==> src/rtl/core_pkg.sv <==
// Shared core types for the load/store unit: operator and FSM state
// encodings, the default bus timeout and a store-detection helper.
package core_pkg;

    localparam int LSU_TIMEOUT_DEFAULT = 16;

    typedef enum logic [2:0] {
        LB  = 3'd0,
        LH  = 3'd1,
        LW  = 3'd2,
        LBU = 3'd3,
        LHU = 3'd4,
        SB  = 3'd5,
        SH  = 3'd6,
        SW  = 3'd7
    } lsu_op_t;

    typedef enum logic [1:0] {
        IDLE      = 2'd0,
        REQ       = 2'd1,
        WAIT_RESP = 2'd2,
        DONE      = 2'd3
    } lsu_state_t;

    function automatic logic is_store(input lsu_op_t op);
        return (op == SB) || (op == SH) || (op == SW);
    endfunction

endpackage

==> src/rtl/lsu_align.sv <==
// Combinational lane logic shared by the store and load paths: byte-enable
// generation, store data replication, misalignment detection, and load lane
// selection with sign/zero extension.
module lsu_align
    import core_pkg::*;
(
    input  lsu_op_t     op,
    input  logic [1:0]  addr_lsb,
    input  logic [31:0] store_data,
    input  logic [31:0] load_raw,
    output logic [3:0]  be,
    output logic [31:0] wdata,
    output logic [31:0] load_data,
    output logic        misaligned
);

    logic [7:0]  lane_byte;
    logic [15:0] lane_half;

    // Access size drives the enables and the alignment check; store data is replicated across lanes
    always_comb begin
        be         = 4'b0000;
        wdata      = 32'h0000_0000;
        misaligned = 1'b0;
        case (op)
            LB, LBU, SB: be = 4'b0001 << addr_lsb;
            LH, LHU, SH: begin
                be         = 4'b0011 << {addr_lsb[1], 1'b0};
                misaligned = addr_lsb[0];
            end
            default: begin
                be         = 4'hF;
                misaligned = |addr_lsb;
            end
        endcase
        case (op)
            SB:      wdata = {4{store_data[7:0]}};
            SH:      wdata = {2{store_data[15:0]}};
            SW:      wdata = store_data;
            default: wdata = 32'h0000_0000;
        endcase
    end

    // Pick the addressed lane out of the returned word and extend it to 32 bits
    always_comb begin
        lane_byte = load_raw[{addr_lsb, 3'b000} +: 8];
        lane_half = load_raw[{addr_lsb[1], 4'b0000} +: 16];
        case (op)
            LB:      load_data = {{24{lane_byte[7]}}, lane_byte};
            LBU:     load_data = {24'h000000, lane_byte};
            LH:      load_data = {{16{lane_half[15]}}, lane_half};
            LHU:     load_data = {16'h0000, lane_half};
            LW:      load_data = load_raw;
            default: load_data = 32'h0000_0000;
        endcase
    end

endmodule

==> src/rtl/lsu_ctrl.sv <==
// Sequential load/store unit: one memory operation at a time, with an
// address-phase request/grant handshake, a response wait for loads,
// misalignment trapping and a bus timeout.
module lsu_ctrl
    import core_pkg::*;
#(
    parameter int ADDR_WIDTH     = 32,
    parameter int TIMEOUT_CYCLES = LSU_TIMEOUT_DEFAULT
) (
    input  logic                  clock,
    input  logic                  reset,
    input  logic                  lsu_en_ip,
    input  lsu_op_t               lsu_operator_ip,
    input  logic                  alu_valid_ip,
    input  logic [ADDR_WIDTH-1:0] mem_addr_ip,
    input  logic [31:0]           store_data_ip,
    output logic                  data_req_op,
    input  logic                  data_gnt_i,
    output logic [ADDR_WIDTH-1:0] data_addr_op,
    output logic                  data_we_op,
    output logic [3:0]            data_be_op,
    output logic [31:0]           data_wdata_op,
    input  logic                  data_rvalid_i,
    input  logic [31:0]           mem_data_ip,
    output logic                  lsu_valid_op,
    output logic [31:0]           load_mem_data_op,
    output logic                  lsu_busy_op,
    output logic                  misaligned_op,
    output logic                  bus_err_op
);

    localparam int CNT_W = $clog2(TIMEOUT_CYCLES);
    localparam logic [CNT_W-1:0] CNT_LAST = CNT_W'(TIMEOUT_CYCLES - 1);

    lsu_state_t            state_q, state_d;
    lsu_op_t               op_q;
    logic [ADDR_WIDTH-1:0] addr_q;
    logic [3:0]            be_q;
    logic [31:0]           wdata_q;
    logic [31:0]           result_q;
    logic                  mis_q;
    logic                  err_q;
    logic [CNT_W-1:0]      cnt_q;

    lsu_op_t               align_op;
    logic [1:0]            align_lsb;
    logic [3:0]            align_be;
    logic [31:0]           align_wdata;
    logic [31:0]           align_load;
    logic                  align_mis;
    logic                  accept;
    logic                  timed_out;

    // While idle the aligner sees the incoming op; afterwards it sees the captured one
    assign align_op  = (state_q == IDLE) ? lsu_operator_ip : op_q;
    assign align_lsb = (state_q == IDLE) ? mem_addr_ip[1:0] : addr_q[1:0];
    assign accept    = lsu_en_ip & alu_valid_ip;
    assign timed_out = (cnt_q == CNT_LAST);

    lsu_align u_align (
        .op         (align_op),
        .addr_lsb   (align_lsb),
        .store_data (store_data_ip),
        .load_raw   (mem_data_ip),
        .be         (align_be),
        .wdata      (align_wdata),
        .load_data  (align_load),
        .misaligned (align_mis)
    );

    // State register
    always_ff @(posedge clock) begin
        if (reset) state_q <= IDLE;
        else       state_q <= state_d;
    end

    // Next-state selection and bus/completion outputs, only driven in the owning state
    always_comb begin
        state_d          = state_q;
        data_req_op      = 1'b0;
        data_addr_op     = '0;
        data_we_op       = 1'b0;
        data_be_op       = 4'b0000;
        data_wdata_op    = 32'h0000_0000;
        lsu_valid_op     = 1'b0;
        load_mem_data_op = 32'h0000_0000;
        misaligned_op    = 1'b0;
        bus_err_op       = 1'b0;
        lsu_busy_op      = (state_q != IDLE);
        case (state_q)
            IDLE: begin
                if (accept) state_d = align_mis ? DONE : REQ;
            end
            REQ: begin
                data_req_op   = 1'b1;
                data_addr_op  = {addr_q[ADDR_WIDTH-1:2], 2'b00};
                data_we_op    = is_store(op_q);
                data_be_op    = be_q;
                data_wdata_op = wdata_q;
                if (data_gnt_i)     state_d = is_store(op_q) ? DONE : WAIT_RESP;
                else if (timed_out) state_d = DONE;
            end
            WAIT_RESP: begin
                if (data_rvalid_i || timed_out) state_d = DONE;
            end
            DONE: begin
                lsu_valid_op     = 1'b1;
                load_mem_data_op = result_q;
                misaligned_op    = mis_q;
                bus_err_op       = err_q;
                state_d          = IDLE;
            end
            default: state_d = IDLE;
        endcase
    end

    // Capture the operation on accept, run the timeout counter and record the completion status
    always_ff @(posedge clock) begin
        if (reset) begin
            op_q     <= LB;
            addr_q   <= '0;
            be_q     <= 4'b0000;
            wdata_q  <= 32'h0000_0000;
            result_q <= 32'h0000_0000;
            mis_q    <= 1'b0;
            err_q    <= 1'b0;
            cnt_q    <= '0;
        end else begin
            case (state_q)
                IDLE: begin
                    if (accept) begin
                        op_q     <= lsu_operator_ip;
                        addr_q   <= mem_addr_ip;
                        be_q     <= align_be;
                        wdata_q  <= align_wdata;
                        mis_q    <= align_mis;
                        err_q    <= 1'b0;
                        result_q <= 32'h0000_0000;
                        cnt_q    <= '0;
                    end
                end
                REQ: begin
                    if (data_gnt_i) begin
                        cnt_q <= '0;
                    end else begin
                        cnt_q <= cnt_q + CNT_W'(1);
                        if (timed_out) err_q <= 1'b1;
                    end
                end
                WAIT_RESP: begin
                    if (data_rvalid_i) begin
                        result_q <= align_load;
                    end else begin
                        cnt_q <= cnt_q + CNT_W'(1);
                        if (timed_out) err_q <= 1'b1;
                    end
                end
                default: ;
            endcase
        end
    end

endmodule

==> config.mk <==
export PLATFORM = sky130hd
export DESIGN_NAME = lsu_ctrl
export DESIGN_NICKNAME = d
export VERILOG_FILES = /design/src/rtl/core_pkg.sv /design/src/rtl/lsu_align.sv /design/src/rtl/lsu_ctrl.sv
export SDC_FILE = /design/constraint.sdc
export NUM_CORES = 1
export LEC_CHECK = 0
export CAP_MARGIN = 15
export CORE_MARGIN = 2
export CORE_UTILIZATION = 50
export CTS_CLUSTER_DIAMETER = 60
export CTS_CLUSTER_SIZE = 10
export DETAILED_ROUTE_END_ITERATION = 10
export PLACE_DENSITY = 0.87
export SLEW_MARGIN = 20
export SYNTH_ARGS = -nofsm -noshare
export SYNTH_HDL_FRONTEND = slang
export SYNTH_SLANG_ARGS = --single-unit
==> constraint.sdc <==
create_clock -name clock -period 3 [get_ports clock]
set_input_delay 0.6 -clock clock [delete_from_list [all_inputs] [get_ports clock]]
set_output_delay 0.6 -clock clock [all_outputs]
set_load 0.03 [all_outputs]
### After elaboration in Yosys (flattened, before gate mapping)

Index checks and enable logic that the tools add are counted.

* register bits: 111
* latch bits: 0
* input port bits: 105
* bits in writable memories: 0
* bits in read-only memories: 0
* memories kept: 0

* equal/unequal tests: 20
* shifts and indexed selects: 4
* div/mod/pow operators: 0
* multiplexer cells: 34
* bitwise logic cells: 1
* $add $sub $neg: 1
* reduce and logical (&&, ||, !) cells: 16
* $lt $le $gt $ge: 0
* multipliers: 0

Operator list (count)
* $mux W32: 5
* $pmux W32 S5: 1
* $pmux W32 S3: 1
* $pmux W32 S2: 1
* $shiftx A32 B6 Y16: 1
* $shiftx A32 B6 Y8: 1
* $eq A3 B3 Y1 const B: 7
* $mux W4: 4
* $mux W2: 6
* $pmux W4 S3: 1
* $mux W1: 10
* $ne A2 B2 Y1 const B: 5
* $reduce_and A3 Y1: 3
* $pmux W2 S4: 1
* $pmux W4 S2: 1
* $eq A3 B2 Y1 const B: 2
* $reduce_or A3 Y1: 2
* $add A4 B1 Y4 const B: 1
* $eq A2 B2 Y1 const B: 2
* $eq A4 B4 Y1 const B: 1
* $reduce_and A4 Y1: 1
* $reduce_bool A2 Y1: 2
* $shl A1 B2 Y4 const A: 1
* $shl A2 B2 Y4 const A: 1
* other kinds (13): 15

### Logic depth before layout (Yosys ltp)

Gate-level depths: netlist of run 1.

* depth in word-level cells: 8
* gate-level depth with buffers: 10
* mapped depth without buffers: 7

### Modules after synthesis

From an unflattened synthesis of run 1, not the netlist that was laid out.

* cell total of the unflattened synthesis: 869
* area total of the unflattened synthesis: 6428.7 um^2

By module, submodules not included
* lsu_ctrl: instances 1, cells each 636, area each 4906.0 um^2
* lsu_align: instances 1, cells each 233, area each 1522.7 um^2

### Worst setup path before layout of run 1

OpenSTA, ideal clock, no wires.

* path type: register to output
* start: register state_q[1]
* end: output data_addr_op[25]
* buffers on the path: 2
* cell stages (with the launch flop): 6
* arrival time: 1622 ps
* required time: 2400 ps
* path slack: 778 ps
* cells stage by stage: dfxtp_1 inv_1 ha_1 buf_1 clkbuf_1 and2_1

* longest elaborated chain between the ends: 2

Ends and longest elaborated chain
* start: declaration: RTL line lsu_ctrl.sv:35 `lsu_state_t state_q, state_d;`
* start signal: assignment: RTL line lsu_ctrl.sv:74 `else state_q <= state_d;`
* $eq A2 B1 Y1: RTL line lsu_ctrl.sv:90 `case (state_q)`
* $mux W32: RTL line lsu_ctrl.sv:90
* end: declaration: RTL line lsu_ctrl.sv:19 `output logic [ADDR_WIDTH-1:0] data_addr_op,`

Every way passes these cells.

### Final worst setup path of run 1

* start: register state_q[1]
* end: output data_wdata_op[14]

* longest elaborated chain between the ends: 2

Ends and longest elaborated chain
* $eq A2 B1 Y1: RTL line lsu_ctrl.sv:90
* $mux W32: RTL line lsu_ctrl.sv:90
* end: declaration: RTL line lsu_ctrl.sv:22 `output logic [31:0] data_wdata_op,`

Every way passes these cells.

==> flow_results.xml, run 1 <==
<?xml version="1.0" encoding="UTF-8"?>
<metrics>
  <group name="die">
    <metric name="floorplan.die.height" unit="um">116</metric>
    <metric name="floorplan.die_area" unit="um2">13400</metric>
    <metric name="core.rowCount" unit="">40</metric>
    <metric name="floorplan.initialDensity" unit="%">51.5</metric>
    <metric name="coreArea" unit="um2">12100</metric>
    <metric name="die_w" unit="um">116</metric>
    <metric name="ios" unit="">211</metric>
  </group>
  <group name="clock_network">
    <metric name="clk-insertion-delay-late" unit="ns">0.35</metric>
    <metric name="htree_levels" unit="">3</metric>
    <metric name="cts_tree" unit="">yes</metric>
    <metric name="cts_buffers" unit="">9</metric>
    <metric name="postCtsSetupRepairBufs" unit="">0</metric>
    <metric name="clock_root_buffer_master" unit="">sky130_fd_sc_hd__clkbuf_16</metric>
    <metric name="max-clock-path-buffers" unit="">2</metric>
    <metric name="clock_sink_count" unit="">111</metric>
    <metric name="clk_pin_slew" unit="ns">0.07</metric>
  </group>
  <group name="power_and_ir_drop">
    <metric name="peakVddDrop" unit="mV">0.392</metric>
    <metric name="static-leakage-power" unit="nW">3.14</metric>
    <metric name="power_per_cell_area" unit="nW/um2">607</metric>
  </group>
  <group name="timing">
    <metric name="totalNegativeSetupSlack" unit="ns">0</metric>
    <metric name="slew_headroom" unit="%">44.6</metric>
    <metric name="worst_hold_slack" unit="ns">0.443</metric>
    <metric name="layout_worst_path_cycle_share" unit="%">94.2</metric>
    <metric name="fmax" unit="GHz">0.354</metric>
    <metric name="transition_time_of_the_tightest_slew_check_pin" unit="ns">0.830</metric>
    <metric name="min_period" unit="ns">2.83</metric>
    <metric name="setup_viol" unit="">0</metric>
    <metric name="finalHoldViolations" unit="">0</metric>
    <metric name="final-max-slew-violation-count" unit="">0</metric>
    <metric name="rsz0062_at_grt" unit="">false</metric>
    <metric name="fin_worst_skew" unit="ns">0.00371</metric>
  </group>
  <group name="critical_path">
    <metric name="critical_path.endpoint_type" unit="">output port</metric>
    <metric name="timing.critical_path.fanout_max" unit="">19</metric>
    <metric name="path_class" unit="">flop to output port</metric>
    <metric name="critical_path_required" unit="ns">2.40</metric>
    <metric name="cp_data_arrival_time" unit="ns">2.23</metric>
    <metric name="cp-start-kind" unit="">flop</metric>
  </group>
  <group name="logic_synthesis">
    <metric name="synth_area_in_compound_gates" unit="%">25.3</metric>
    <metric name="synthAdderAreaFrac" unit="%">1.20</metric>
    <metric name="synth_cell_type_count" unit="">63</metric>
    <metric name="yosysTopAreaCell" unit="">sky130_fd_sc_hd__dfxtp_1</metric>
    <metric name="async_flop_share" unit="%">0</metric>
    <metric name="synthCells" unit="">735</metric>
    <metric name="ys_ff_latch" unit="">111</metric>
    <metric name="synth.area.top_cells" unit="">sky130_fd_sc_hd__dfxtp_1 36%, sky130_fd_sc_hd__and2_1 10%, sky130_fd_sc_hd__nand2_1 6.7%, sky130_fd_sc_hd__a221oi_2 4.1%, sky130_fd_sc_hd__mux2i_1 4.0%</metric>
    <metric name="ys_dominant_reg_cell" unit="">sky130_fd_sc_hd__dfxtp_1</metric>
    <metric name="yosys.area_share.xor_xnor" unit="%">0.562</metric>
    <metric name="sequential_fraction_of_the_synthesis_area" unit="%">35.6</metric>
    <metric name="synth.most_common_cell" unit="">sky130_fd_sc_hd__nand2_1</metric>
    <metric name="synthTopCellsByCount" unit="">112 x sky130_fd_sc_hd__nand2_1, 111 x sky130_fd_sc_hd__dfxtp_1, 101 x sky130_fd_sc_hd__and2_1, 58 x sky130_fd_sc_hd__nor2_1, 49 x sky130_fd_sc_hd__a21oi_1</metric>
    <metric name="post_synth.cell_area_avg" unit="um2">8.48</metric>
    <metric name="synth-simple-area-share" unit="%">25.0</metric>
    <metric name="synthesis.yosys.warnings" unit="">0</metric>
    <metric name="syn_area" unit="um2">6230</metric>
    <metric name="yosys-mux-area-fraction" unit="%">5.94</metric>
    <metric name="synth_top_area_share" unit="%">35.6</metric>
    <metric name="synth_top_family_by_area" unit="">compound AO/OA/AOI/OAI gates</metric>
    <metric name="synth-edff-count" unit="">0</metric>
  </group>
  <group name="placed_design">
    <metric name="routabilityCongestion" unit="">0.880</metric>
    <metric name="dp.final_hpwl" unit="mm">13.2</metric>
    <metric name="placement.cell_area" unit="um2">8360</metric>
    <metric name="portBuffers" unit="">208</metric>
  </group>
  <group name="finish">
    <metric name="post_route_cells_drive_above_1_share" unit="%">9.57</metric>
    <metric name="final_core_utilization" unit="%">71.6</metric>
    <metric name="antenna_cells" unit="">0</metric>
    <metric name="design_area" unit="um2">8680</metric>
    <metric name="layout.nets" unit="">1026</metric>
    <metric name="fillCellCount" unit="">950</metric>
    <metric name="syn2layout_area_growth" unit="%">39.2</metric>
  </group>
  <group name="grt">
    <metric name="grt_pass1_wl" unit="mm">29.6</metric>
    <metric name="gr_usage_total" unit="%">27.6</metric>
    <metric name="grt_max_degree" unit="">43</metric>
    <metric name="grt_antenna_before_repair" unit="">0</metric>
    <metric name="gr_ovfl_total" unit="">0</metric>
    <metric name="vias_in_the_first_global_route" unit="">5888</metric>
  </group>
  <group name="routing">
    <metric name="drt_iter0_drc" unit="">533</metric>
    <metric name="routed_via_density" unit="">5.68</metric>
    <metric name="wirelength" unit="mm">18.6</metric>
    <metric name="antenna_left" unit="">0</metric>
    <metric name="drc" unit="">0</metric>
    <metric name="vias" unit="">6178</metric>
    <metric name="first_pass_iters" unit="">6</metric>
    <metric name="routed_wire_length_per_instance" unit="um">17.1</metric>
  </group>
  <group name="hold_path">
    <metric name="worstHoldPathType" unit="">flop to flop</metric>
  </group>
  <group name="status">
    <metric name="result_of_the_run" unit="">complete, no violations</metric>
  </group>
  <group name="job">
    <metric name="maxCapViolCount" unit="">0</metric>
  </group>
</metrics>
[final cells by class]
type                    count  area, um2  share of cell area [%]
clock buffers              11        243                    2.80
repair buffers            230       2270                    26.1
clock inverters             5       57.6                   0.663
multi-input cells         557       3650                    42.1
flip-flops and latches    111       2220                    25.6
well taps                 168        210                    2.42
inverters                   6       25.0                   0.288
[critical path, cell delays in order, from the launching register on]
cell,delay (ns)
sky130_fd_sc_hd__dfxtp_1,0.36
sky130_fd_sc_hd__inv_1,0.15
sky130_fd_sc_hd__ha_4,0.29
sky130_fd_sc_hd__buf_4,0.21
sky130_fd_sc_hd__and2_1,0.17
sky130_fd_sc_hd__clkdlybuf4s50_1,0.69
[logic make-up after synthesis]
| logic type | after synthesis |
|---|---|
| multiplexers | 32 |
| AO/OA/AOI/OAI | 203 |
| adder cells (fa/ha/maj) | 6 |
| AND/OR/NAND/NOR | 310 |
| buffers and inverters | 68 |
| flip-flops | 111 |
| XOR/XNOR | 4 |
| other | 1 |
[power breakdown]
| group | total (mW) | switching [mW] | internal (mW) | leakage (nW) |
|---|---|---|---|---|
| clock | 1.22 | 0.551 | 0.670 | 0.138 |
| combinational | 2.36 | 1.38 | 0.985 | 2.10 |
| sequential | 1.68 | 0.0827 | 1.60 | 0.899 |
[flip-flops by register name, summed over array words and instances, names as in the netlist]
name,cells
addr_q,32
cnt_q,4
mis_q,1
op_q,3
wdata_q,32
result_q,32
state_q,2
err_q,1
be_q,4
[stage by stage]
| step | power (mW) | setup slack (ns) | instances |
|---|---|---|---|
| 2_1_floorplan | 3.43 | 0.778 | 736 |
| 3_3_place_gp | 3.97 | 0.223 | 1072 |
| 3_5_place_dp | 4.02 | 0.160 | 1072 |
| 4_1_cts | 5.23 | 0.0444 | 1088 |
| 5_1_grt | 5.54 | 0.0374 | 1088 |
| 6_report | 5.26 | 0.173 | 1088 |
[worst paths after layout]
| check | startpoint | endpoint | slack [ns] | depth (start not counted) |
|---|---|---|---|---|
| max reg2reg | state_q[1]$_SDFFE_PP0P_ | wdata_q[17]$_SDFFE_PP0P_ | 0.23 | 8 |
| min reg2reg | result_q[10]$_SDFFE_PP0P_ | result_q[10]$_SDFFE_PP0P_ | 0.44 | 2 |
| min | result_q[10]$_SDFFE_PP0P_ | result_q[10]$_SDFFE_PP0P_ | 0.44 | 2 |
| max | state_q[1]$_SDFFE_PP0P_ | data_wdata_op[14] | 0.17 | 5 |
[cell usage in the layout (no fill, tap or decap), types with 5 or more instances in the layout]
cell type | netlist | routed
sky130_fd_sc_hd__dfxtp_1 | 111 | 111
sky130_fd_sc_hd__o21ai_1 | 21 | 21
sky130_fd_sc_hd__clkbuf_16 | 0 | 9
sky130_fd_sc_hd__clkdlybuf4s50_1 | 0 | 207
sky130_fd_sc_hd__inv_1 | 5 | 5
sky130_fd_sc_hd__buf_4 | 3 | 20
sky130_fd_sc_hd__a22o_1 | 8 | 8
sky130_fd_sc_hd__a221oi_2 | 17 | 17
sky130_fd_sc_hd__nand3_1 | 7 | 6
sky130_fd_sc_hd__a21oi_1 | 49 | 49
sky130_fd_sc_hd__o2bb2ai_1 | 8 | 8
sky130_fd_sc_hd__a221oi_1 | 7 | 7
sky130_fd_sc_hd__mux2i_1 | 25 | 25
sky130_fd_sc_hd__and2_1 | 101 | 101
sky130_fd_sc_hd__a222oi_1 | 8 | 8
sky130_fd_sc_hd__o221a_1 | 7 | 7
sky130_fd_sc_hd__nor2b_1 | 5 | 5
sky130_fd_sc_hd__a211oi_2 | 7 | 7
sky130_fd_sc_hd__o21ai_0 | 14 | 14
sky130_fd_sc_hd__a22oi_1 | 33 | 33
sky130_fd_sc_hd__nor2_1 | 58 | 57
sky130_fd_sc_hd__nand2_1 | 112 | 112
[per-layer routing]
metal | global-route usage [%] | vias up | part of all wire [%]
li1 | - | 2948 | -
met1 | 35.1 | 2868 | 41
met2 | 45.1 | 317 | 47
met3 | 7.79 | 45 | 9.4
met4 | 9.60 | 0 | 2.7
met5 | 0 | - | 0
[repair_timing]
item / 4_1_cts / 5_1_grt
setup endpoints to repair: 0 / 51
gates resized for setup: 0 / 3
hold buffers: 0 / 0
Power figures use the tool's default switching activity.
==> run 2, diff against run 1 <==
--- a/config.mk
+++ b/config.mk
@@ -12,6 +12,7 @@
 export CTS_CLUSTER_SIZE = 10
 export DETAILED_ROUTE_END_ITERATION = 10
 export PLACE_DENSITY = 0.87
+export SKIP_LAST_GASP = 1
 export SLEW_MARGIN = 20
 export SYNTH_ARGS = -nofsm -noshare
 export SYNTH_HDL_FRONTEND = slang
==> run 2 against run 1 <==
  * Power rose by 0.10%
  * Clock power about the same
  * Via count shrank 0.36%
  * Sequential share of layout area hardly changed
  * Clock-buffer cell count stayed put
  * Worst hold slack hardly changed
  * Flip-flop and latch count stayed put
  * Critical path depth unchanged
==> flow_results.xml, run 2 (synthesized netlist as in run 1, its figures left out) <==
<?xml version="1.0" encoding="UTF-8"?>
<metrics>
  <group name="status">
    <metric name="result_of_the_run" unit="">complete, no violations</metric>
  </group>
  <group name="grt">
    <metric name="gr_usage_total" unit="%">27.6</metric>
    <metric name="gr_ovfl_total" unit="">0</metric>
    <metric name="grt_max_degree" unit="">43</metric>
    <metric name="grt_antenna_before_repair" unit="">0</metric>
    <metric name="vias_in_the_first_global_route" unit="">5888</metric>
    <metric name="grt_pass1_wl" unit="mm">29.6</metric>
  </group>
  <group name="critical_path">
    <metric name="cp_data_arrival_time" unit="ns">2.23</metric>
    <metric name="critical_path.max_stage_delay" unit="ns">0.69</metric>
    <metric name="worstPathBufferInverterCount" unit="">3</metric>
    <metric name="path_class" unit="">flop to output port</metric>
    <metric name="critical_path.endpoint_type" unit="">output port</metric>
    <metric name="crit_chain" unit="">inv_1 -&gt; ha_4 -&gt; buf_4 -&gt; and2_1 -&gt; clkdlybuf4s50_1</metric>
    <metric name="cp-start-kind" unit="">flop</metric>
    <metric name="cpMaxStageDelayCell" unit="">sky130_fd_sc_hd__clkdlybuf4s50_1</metric>
    <metric name="timing.critical_path.fanout_max" unit="">19</metric>
    <metric name="cp_top_family" unit="">buffers and inverters</metric>
    <metric name="critical_path_required" unit="ns">2.40</metric>
  </group>
  <group name="timing">
    <metric name="worst_hold_slack" unit="ns">0.443</metric>
    <metric name="finalHoldViolations" unit="">0</metric>
    <metric name="setup_viol" unit="">0</metric>
    <metric name="min_period" unit="ns">2.83</metric>
    <metric name="fin_worst_skew" unit="ns">0.00329</metric>
    <metric name="final.setup.worst_slack" unit="ns">0.173</metric>
    <metric name="slew_headroom" unit="%">45.5</metric>
    <metric name="layout_worst_path_cycle_share" unit="%">94.2</metric>
    <metric name="rsz0062_at_grt" unit="">true</metric>
    <metric name="transition_time_of_the_tightest_slew_check_pin" unit="ns">0.818</metric>
    <metric name="fmax" unit="GHz">0.354</metric>
    <metric name="final-max-slew-violation-count" unit="">0</metric>
  </group>
  <group name="finish">
    <metric name="antenna_cells" unit="">0</metric>
    <metric name="fillCellCount" unit="">950</metric>
    <metric name="final_cell_mix" unit="">207 x sky130_fd_sc_hd__clkdlybuf4s50_1, 112 x sky130_fd_sc_hd__nand2_1, 111 x sky130_fd_sc_hd__dfxtp_1, 101 x sky130_fd_sc_hd__and2_1, 57 x sky130_fd_sc_hd__nor2_1</metric>
    <metric name="most_common_cell_after_layout_fill_and_taps_aside" unit="">sky130_fd_sc_hd__clkdlybuf4s50_1</metric>
    <metric name="reg.largest.list" unit="">addr_q: 32 flops, result_q: 32 flops, wdata_q: 32 flops</metric>
    <metric name="layout.nets" unit="">1026</metric>
    <metric name="layoutNonFillerInstCount" unit="">1088</metric>
    <metric name="syn2layout_area_growth" unit="%">39.1</metric>
    <metric name="post_route_cells_drive_above_1_share" unit="%">9.46</metric>
  </group>
  <group name="power_and_ir_drop">
    <metric name="power" unit="mW">5.27</metric>
    <metric name="peakVddDrop" unit="mV">0.390</metric>
    <metric name="power_per_cell_area" unit="nW/um2">607</metric>
    <metric name="static-leakage-power" unit="nW">3.14</metric>
  </group>
  <group name="clock_network">
    <metric name="max-clock-path-buffers" unit="">2</metric>
    <metric name="clock_root_buffer_master" unit="">sky130_fd_sc_hd__clkbuf_16</metric>
    <metric name="cts_tree" unit="">yes</metric>
    <metric name="htree_levels" unit="">3</metric>
    <metric name="clk-insertion-delay-late" unit="ns">0.35</metric>
    <metric name="post_cts_hold_buffer_count" unit="">0</metric>
    <metric name="cts_buffers" unit="">9</metric>
    <metric name="clock_sink_count" unit="">111</metric>
    <metric name="clk_pin_slew" unit="ns">0.07</metric>
  </group>
  <group name="routing">
    <metric name="drt_iter0_drc" unit="">554</metric>
    <metric name="antenna_left" unit="">0</metric>
    <metric name="routed_wire_length_per_instance" unit="um">17.1</metric>
    <metric name="wirelength" unit="mm">18.6</metric>
    <metric name="vias" unit="">6156</metric>
    <metric name="drc" unit="">0</metric>
    <metric name="first_pass_iters" unit="">6</metric>
    <metric name="routed_via_density" unit="">5.66</metric>
  </group>
  <group name="die">
    <metric name="floorplan.initialDensity" unit="%">51.5</metric>
    <metric name="core.rowCount" unit="">40</metric>
    <metric name="floorplan.die.height" unit="um">116</metric>
    <metric name="floorplan.die_area" unit="um2">13400</metric>
    <metric name="die_w" unit="um">116</metric>
    <metric name="coreArea" unit="um2">12100</metric>
    <metric name="ios" unit="">211</metric>
  </group>
  <group name="placed_design">
    <metric name="dpl_worst_slack" unit="ns">0.160</metric>
    <metric name="portBuffers" unit="">208</metric>
    <metric name="dp.final_hpwl" unit="mm">13.2</metric>
    <metric name="routabilityCongestion" unit="">0.880</metric>
    <metric name="count_of_placed_standard_cells_including_taps" unit="">1072</metric>
  </group>
  <group name="hold_path">
    <metric name="worstHoldPathType" unit="">flop to flop</metric>
  </group>
  <group name="job">
    <metric name="maxCapViolCount" unit="">0</metric>
  </group>
</metrics>
run 2: cell counts in the layout (fill, tap and decap cells not counted):
Identical to the previous run, type by type.
run 2: area by class of cell:
type / count / area, um2 / share of cell area, %
sequential: 111 / 2220 / 25.6
clock buffer: 11 / 243 / 2.80
inverter: 6 / 25.0 / 0.289
timing repair buffer: 230 / 2270 / 26.1
tap: 168 / 210 / 2.42
clock inverter: 5 / 57.6 / 0.664
multi-input combinational: 557 / 3650 / 42.1
run 2: repair_timing:
action | 4_1_cts | 5_1_grt
buffers inserted | 0 | 0
endpoints found under the setup margin | 0 | 51
gates resized for setup | 0 | 2
run 2: power breakdown:
part           switching, mW  internal [mW]
sequential            0.0824           1.60
clock                  0.554          0.670
combinational           1.38          0.982
run 2: worst paths after layout:
kind,startpoint,end,slack [ns],cells after the start
worst max-delay path,state_q[1]$_SDFFE_PP0P_,data_wdata_op[14],0.17,5
worst min-delay path,result_q[10]$_SDFFE_PP0P_,result_q[10]$_SDFFE_PP0P_,0.44,2
worst max register to register,state_q[1]$_SDFFE_PP0P_,result_q[28]$_SDFFE_PP0P_,0.25,7
worst min register to register,result_q[10]$_SDFFE_PP0P_,result_q[10]$_SDFFE_PP0P_,0.44,2
run 2: stage by stage:
step	setup TNS [ns]	utilization [%]	cell area [um2]
floorplan	0	-	6240
global placement	0	69.0	8360
detailed placement	0	69.0	8360
CTS	0	71.5	8660
global route	-0.0191	71.6	8670
finish	0	71.6	8670
run 2: layer usage:
metal  vias to the layer above  global-route usage, %  routed length (um)
met5                         -                      0                   0
met4                         0                   9.60                 484
met3                        41                   7.79                1670
met2                       298                   45.1                8660
met1                      2868                   35.1                7820
li1                       2949                      -                   -
run 2: tightest hold or removal path: cells and delay by family (launching register included):
kind | cells | cell delay, ns
flops | 1 | 0.31
simple gates | 1 | 0.05
compound gates | 1 | 0.05
